===== src/rtl/bird_input_ctrl_if.sv =====
// Handshake bundle between the push-button/game-control side and bird_input_ctrl.
// Master drives key_n/pause/crash/level; slave returns key/gravity/running.
// All outputs are registered in the slave; inputs other than key_n are synchronous to clk.
interface bird_input_ctrl_if;
  logic       key_n;
  logic       pause;
  logic       crash;
  logic [1:0] level;
  logic       key;
  logic       gravity;
  logic       running;

  modport master (output key_n, pause, crash, level, input key, gravity, running);
  modport slave  (input key_n, pause, crash, level, output key, gravity, running);
endinterface


===== src/rtl/bird_input_ctrl.sv =====
// Purpose: button sync/edge-detect, level-dependent gravity tick and WAIT/RUN/HOLD flap state machine.
// Latency: key pulse on the 3rd clk edge after key_n falls (+DEB_CYCLES when DEBOUNCE_EN is defined).
// Flow: no backpressure; pause freezes state and counters, crash forces WAIT. Optional macro: DEBOUNCE_EN.
module bird_input_ctrl #(
  parameter int BASE_PERIOD = 2**24,
  parameter int CNT_W       = 25,
  parameter int HOLD_TICKS  = 2,
  parameter int DEB_CYCLES  = 2**16
) (
  input logic              clk,
  input logic              reset,
  bird_input_ctrl_if.slave bus
);

  localparam int HW = (HOLD_TICKS < 1) ? 1 : $clog2(HOLD_TICKS + 1);
  localparam logic [CNT_W-1:0] BASE_CNT = CNT_W'(BASE_PERIOD);
  localparam logic [HW-1:0]    HOLD_CNT = HW'(HOLD_TICKS);

  typedef enum logic [1:0] {WAIT, RUN, HOLD} state_t;

  logic sync1, sync2, filt, hist, press;

  // Two-flop synchroniser; idles released (high).
  always_ff @(posedge clk or posedge reset) begin
    if (reset) begin
      sync1 <= 1'b1;
      sync2 <= 1'b1;
    end else begin
      sync1 <= bus.key_n;
      sync2 <= sync1;
    end
  end

`ifdef DEBOUNCE_EN
  localparam int DW = $clog2(DEB_CYCLES + 1);
  logic [DW-1:0] deb_cnt;

  // Filtered level follows sync2 only after DEB_CYCLES consecutive differing samples.
  always_ff @(posedge clk or posedge reset) begin
    if (reset) begin
      filt    <= 1'b1;
      deb_cnt <= '0;
    end else if (sync2 == filt) begin
      deb_cnt <= '0;
    end else if (deb_cnt == DW'(DEB_CYCLES - 1)) begin
      filt    <= sync2;
      deb_cnt <= '0;
    end else begin
      deb_cnt <= deb_cnt + 1'b1;
    end
  end
`else
  logic unused_deb;
  assign filt       = sync2;
  assign unused_deb = ^DEB_CYCLES;
`endif

  // Edge history keeps tracking in every state so a press held across pause is not seen as new.
  always_ff @(posedge clk or posedge reset) begin
    if (reset) hist <= 1'b1;
    else       hist <= filt;
  end

  assign press = hist & ~filt;

  state_t           state, state_nxt;
  logic [CNT_W-1:0] cnt, cnt_nxt, period;
  logic [HW-1:0]    hold, hold_nxt;
  logic [1:0]       level_q, level_nxt;
  logic             key_nxt, grav_nxt, tick;

  assign period = BASE_CNT >> level_q;
  assign tick   = (state != WAIT) && (cnt == period - 1'b1);

  // Next-state, counters and pulse decode; crash beats pause, pause beats press/tick.
  always_comb begin
    state_nxt = state;
    cnt_nxt   = cnt;
    hold_nxt  = hold;
    level_nxt = level_q;
    key_nxt   = 1'b0;
    grav_nxt  = 1'b0;
    if (bus.crash) begin
      state_nxt = WAIT;
      cnt_nxt   = '0;
      hold_nxt  = '0;
    end else if (!bus.pause) begin
      if (state != WAIT) begin
        cnt_nxt = tick ? '0 : cnt + 1'b1;
        if (tick) level_nxt = bus.level;
      end
      case (state)
        WAIT: begin
          // The bird also floats briefly after the starting flap.
          if (press) begin
            key_nxt   = 1'b1;
            cnt_nxt   = '0;
            level_nxt = bus.level;
            if (HOLD_TICKS > 0) begin
              state_nxt = HOLD;
              hold_nxt  = HOLD_CNT;
            end else begin
              state_nxt = RUN;
            end
          end
        end
        RUN: begin
          if (press) begin
            key_nxt = 1'b1;
            cnt_nxt = '0;
            if (HOLD_TICKS > 0) begin
              state_nxt = HOLD;
              hold_nxt  = HOLD_CNT;
            end
          end else if (tick) begin
            grav_nxt = 1'b1;
          end
        end
        HOLD: begin
          if (press) begin
            key_nxt  = 1'b1;
            cnt_nxt  = '0;
            hold_nxt = HOLD_CNT;
          end else if (tick) begin
            hold_nxt = hold - 1'b1;
            if (hold == HW'(1)) state_nxt = RUN;
          end
        end
        default: state_nxt = WAIT;
      endcase
    end
  end

  // State, counters and registered outputs. level_q resets to a constant; it is reloaded
  // on leaving WAIT, before any tick can use it.
  always_ff @(posedge clk or posedge reset) begin
    if (reset) begin
      state       <= WAIT;
      cnt         <= '0;
      hold        <= '0;
      level_q     <= '0;
      bus.key     <= 1'b0;
      bus.gravity <= 1'b0;
      bus.running <= 1'b0;
    end else begin
      state       <= state_nxt;
      cnt         <= cnt_nxt;
      hold        <= hold_nxt;
      level_q     <= level_nxt;
      bus.key     <= key_nxt;
      bus.gravity <= grav_nxt;
      bus.running <= (state != WAIT);
    end
  end

endmodule


===== src/flat_wrapper.sv =====
// flat-port wrapper written by rule: the top's interface ports become plain ports
module bird_input_ctrl_flat 
#(
  parameter int BASE_PERIOD = 2**24,
  parameter int CNT_W       = 25,
  parameter int HOLD_TICKS  = 2,
  parameter int DEB_CYCLES  = 2**16
)
  (clk, reset, bus_key_n, bus_pause, bus_crash, bus_level, bus_key, bus_gravity, bus_running);
  bird_input_ctrl_if bus_i ();
  input logic clk;
  input logic reset;
  input wire logic [$bits(bus_i.key_n)-1:0] bus_key_n;
  input wire logic [$bits(bus_i.pause)-1:0] bus_pause;
  input wire logic [$bits(bus_i.crash)-1:0] bus_crash;
  input wire logic [$bits(bus_i.level)-1:0] bus_level;
  output wire logic [$bits(bus_i.key)-1:0] bus_key;
  output wire logic [$bits(bus_i.gravity)-1:0] bus_gravity;
  output wire logic [$bits(bus_i.running)-1:0] bus_running;
  assign bus_i.key_n = bus_key_n;
  assign bus_i.pause = bus_pause;
  assign bus_i.crash = bus_crash;
  assign bus_i.level = bus_level;
  assign bus_key = bus_i.key;
  assign bus_gravity = bus_i.gravity;
  assign bus_running = bus_i.running;
  bird_input_ctrl #(.BASE_PERIOD(BASE_PERIOD), .CNT_W(CNT_W), .HOLD_TICKS(HOLD_TICKS), .DEB_CYCLES(DEB_CYCLES)) u_core (.clk(clk), .reset(reset), .bus(bus_i));
endmodule

===== config.mk =====
export PLATFORM = sky130hd
export DESIGN_NAME = bird_input_ctrl_flat
export DESIGN_NICKNAME = d
export VERILOG_FILES = /design/src/rtl/bird_input_ctrl_if.sv /design/src/rtl/bird_input_ctrl.sv /design/src/flat_wrapper.sv
export SDC_FILE = /design/constraint.sdc
export NUM_CORES = 1
export LEC_CHECK = 0
export CELL_PAD_IN_SITES_DETAIL_PLACEMENT = 1
export CELL_PAD_IN_SITES_GLOBAL_PLACEMENT = 2
export CORE_MARGIN = 4
export CORE_UTILIZATION = 43
export CTS_BUF_LIST = sky130_fd_sc_hd__clkbuf_8
export DETAILED_ROUTE_END_ITERATION = 7
export GPL_TIMING_DRIVEN = 0
export PLACE_DENSITY_LB_ADDON = 0.3
export SYNTH_ARGS = -nofsm -noshare
export SYNTH_HDL_FRONTEND = slang
export SYNTH_SLANG_ARGS = --single-unit

===== constraint.sdc =====
create_clock -name clk -period 5.7 [get_ports clk]
set_input_delay 1.14 -clock clk [delete_from_list [all_inputs] [get_ports clk]]
set_output_delay 1.14 -clock clk [all_outputs]
set_load 0.01 [all_outputs]

==> impl_metrics.toml <==
[routing]
routedWlPerCell_um = 19.2
drc = 0
postRouteAntennaNets = 0
drtIter0Drc = 79
vias = 1966
wl_um = 6070
drt_pass1_iterations = 4
via_per_inst = 6.20

[synthesis]
ys_ff_latch = 37
syn-cell-area_um2 = 2200
syn-instance-count = 234
postSynthAreaPerCell_um2 = 9.41
ys.flop_type = "dfrtp_1"
synth_cell_types = 65
synthArstFlopShare = 1.00
synth_top_cell_by_area = "dfrtp_1"
synth_most_common_cell = "dfrtp_1"
synth.area.top_cells = "dfrtp_1 (39%), nand2_1 (4.6%), dfstp_2 (3.6%), nor2_1 (3.6%), nand3_1 (3.4%)"
syn_nets = 243
yosysSeqAreaShare = 0.422
ys_top_cells_by_count = "dfrtp_1 (34), nand2_1 (27), nor2_1 (21), nand3_1 (15), o21ai_0 (15)"
synth_edf_count = 0
synth_top_area_share = 0.386
yosysWarningCount = 0

[power_and_ir_drop]
peakVddDrop_mv = 0.117
cellPowerDensity_nw_per_um2 = 219
p_leak_nw = 0.953

[die]
die_width_um = 79.6
die_y_um = 79.6
dieArea_um2 = 6330
rows = 25
start_util = 0.454
ios = 10
core_area_um2 = 4850

[clocking]
cts_sinks = 37
htreeDepth = 2
clk_latency_ps = 300
clk_pin_slew_ps = 80
cts_tree = "done"
hold_buffers = 0
clock_path_buffers = 2
cts.root.buffer_cell = "clkbuf_8"
cts-resized-gates = 0
cts_buffers = 5
cts_setup_buffers = 0

[finish]
syn_to_final_growth_pct = 12.0
design_area_um2 = 2470
nets = 258
drive_gt1_frac = 0.156
antenna_cells = 0
fin_util = 0.509
n_fill_cell = 571
finalNonFillerCells = 317

[placement]
gp_congestion = 0.837
hpwlAfterDp_um = 4210
dpl_cell_area_um2 = 2370
placed_cells = 309
io_buffers = 8
dp_slack_ps = 2530

[grt]
grt-ovfl-total = 0
first_global_vias = 1898
grt_pass1_wl_um = 10100
antenna_found_initial = 0
grt_max_degree = 38
grt_usage = 0.210

[worst_hold_path]
min_path_type = "flop to flop"

[critical_path]
crit_type = "primary input to flop"
arrival_ps = 3070
cp.required_ps = 5870
setup.worst_path.end_class = "flop"
startpoint_type = "primary input"
worstPathMaxFanout = 10

[timing]
min_period_over_period = 0.509
clock.fmax_ghz = 0.345
relSlewSlack = 0.444
fin_ws_ps = 2800
skew_ps = 9.72
setup_viol = 0
maxSlewViolCount = 0
fin_crit_ps = 2900
grt_setup_unrepaired = "false"
hold_violations = 0
worstMarginPinSlew_ps = 829
tns_ps = 0

[job]
maxCapViolations = 0

[status]
status = "finished clean"
==> registers in the layout (all words and copies together), names as in the netlist <==
register            count
u_core.cnt             25
u_core.hold             2
u_core.level_q          2
u_core.state            2
u_core.bus.gravity      1
u_core.bus.key          1
u_core.bus.running      1
u_core.filt             1
u_core.hist             1
u_core.sync1            1
==> worst paths after layout <==
path	from	to	slack [ps]	cells past startpoint
worst max-delay path	bus_pause	u_core.cnt[7]$_DFFE_PP0N_	2800	6
worst min-delay path	u_core.sync1$_DFF_PP1_	u_core.filt$_DFF_PP1_	360	0
worst max register to register	u_core.cnt[0]$_DFFE_PP0N_	u_core.cnt[7]$_DFFE_PP0N_	3340	7
worst min register to register	u_core.sync1$_DFF_PP1_	u_core.filt$_DFF_PP1_	360	0
max in group asynchronous	reset	u_core.cnt[22]$_DFFE_PP0N_	3860	2
min in group asynchronous	reset	u_core.cnt[5]$_DFFE_PP0N_	1330	2
==> layout by cell type, fill, tap and decap left out, drive strengths merged, types with 2 or more instances in the layout <==
cell type,n
a21oi,7
a2bb2oi,2
a31oi,6
and2,2
and2b,2
and3,5
buf,4
clkbuf,14
clkdlybuf4s50,8
dfrtp,34
dfstp,3
ha,2
inv,5
mux2,2
nand2,27
nand2b,3
nand3,16
nand4,14
nor2,21
nor3,3
nor4,4
o211ai,4
o21ai,17
o22ai,3
o311ai,8
o31ai,4
or3,2
or4,2
xnor2,2
xor2,4
==> where the power goes <==
part	internal, mW	total, mW	leakage, nW	switching [mW]
clock network	0.109	0.209	0.0542	0.0997
registers	0.270	0.275	0.501	0.00495
logic	0.0213	0.0570	0.398	0.0357
total	0.400	0.541	0.953	0.140
==> routing by layer <==
metal | share of wire | track usage | vias to the layer above
li1 | - | - | 913
met1 | 0.48 | 0.297 | 1004
met2 | 0.47 | 0.328 | 47
met3 | 0.044 | 0.0384 | 2
met4 | 0.0066 | 0.0619 | 0
met5 | 0 | 0 | -
==> worst max-delay path, cell delays in order <==
cell             delay [ps]
clkdlybuf4s50_1         410
nor2_1                  240
a21boi_2                510
nand2_1                 120
buf_2                   240
o311ai_0                410
==> logic make-up (layout without fill, tap and decap cells) <==
logic type | after synthesis | after routing | share of synthesized area
and+or+nand+nor | 110 | 110 | 0.293
AOI/OAI and AO/OA | 61 | 61 | 0.202
DFF | 37 | 37 | 0.422
buffers and inverters | 16 | 32 | 0.0375
xor gates and xnor gates | 6 | 6 | 0.0239
adders and majority gates | 2 | 2 | 0.0114
muxes | 2 | 2 | 0.0102
==> metrics by stage <==
step                      hold WS (ps)  total power [mW]
after floorplan                    345             0.316
after global placement             347             0.335
after detailed placement           347             0.337
after CTS                          359             0.546
after global routing               368             0.565
final                              357             0.541
==> area by class of cell <==
type / instances / area [um^2] / share of cell area
Inverter: 5 / 18.8 / 0.00761
Multi-Input combinational cell: 181 / 1190 / 0.482
Timing Repair Buffer: 8 / 80.1 / 0.0325
Buffer: 11 / 63.8 / 0.0259
Tap cell: 67 / 83.8 / 0.0340
Clock buffer: 7 / 96.3 / 0.0390
Sequential cell: 37 / 930 / 0.377
Clock inverter: 1 / 5.00 / 0.00203
Note: power is estimated with default switching activity, not from simulation.
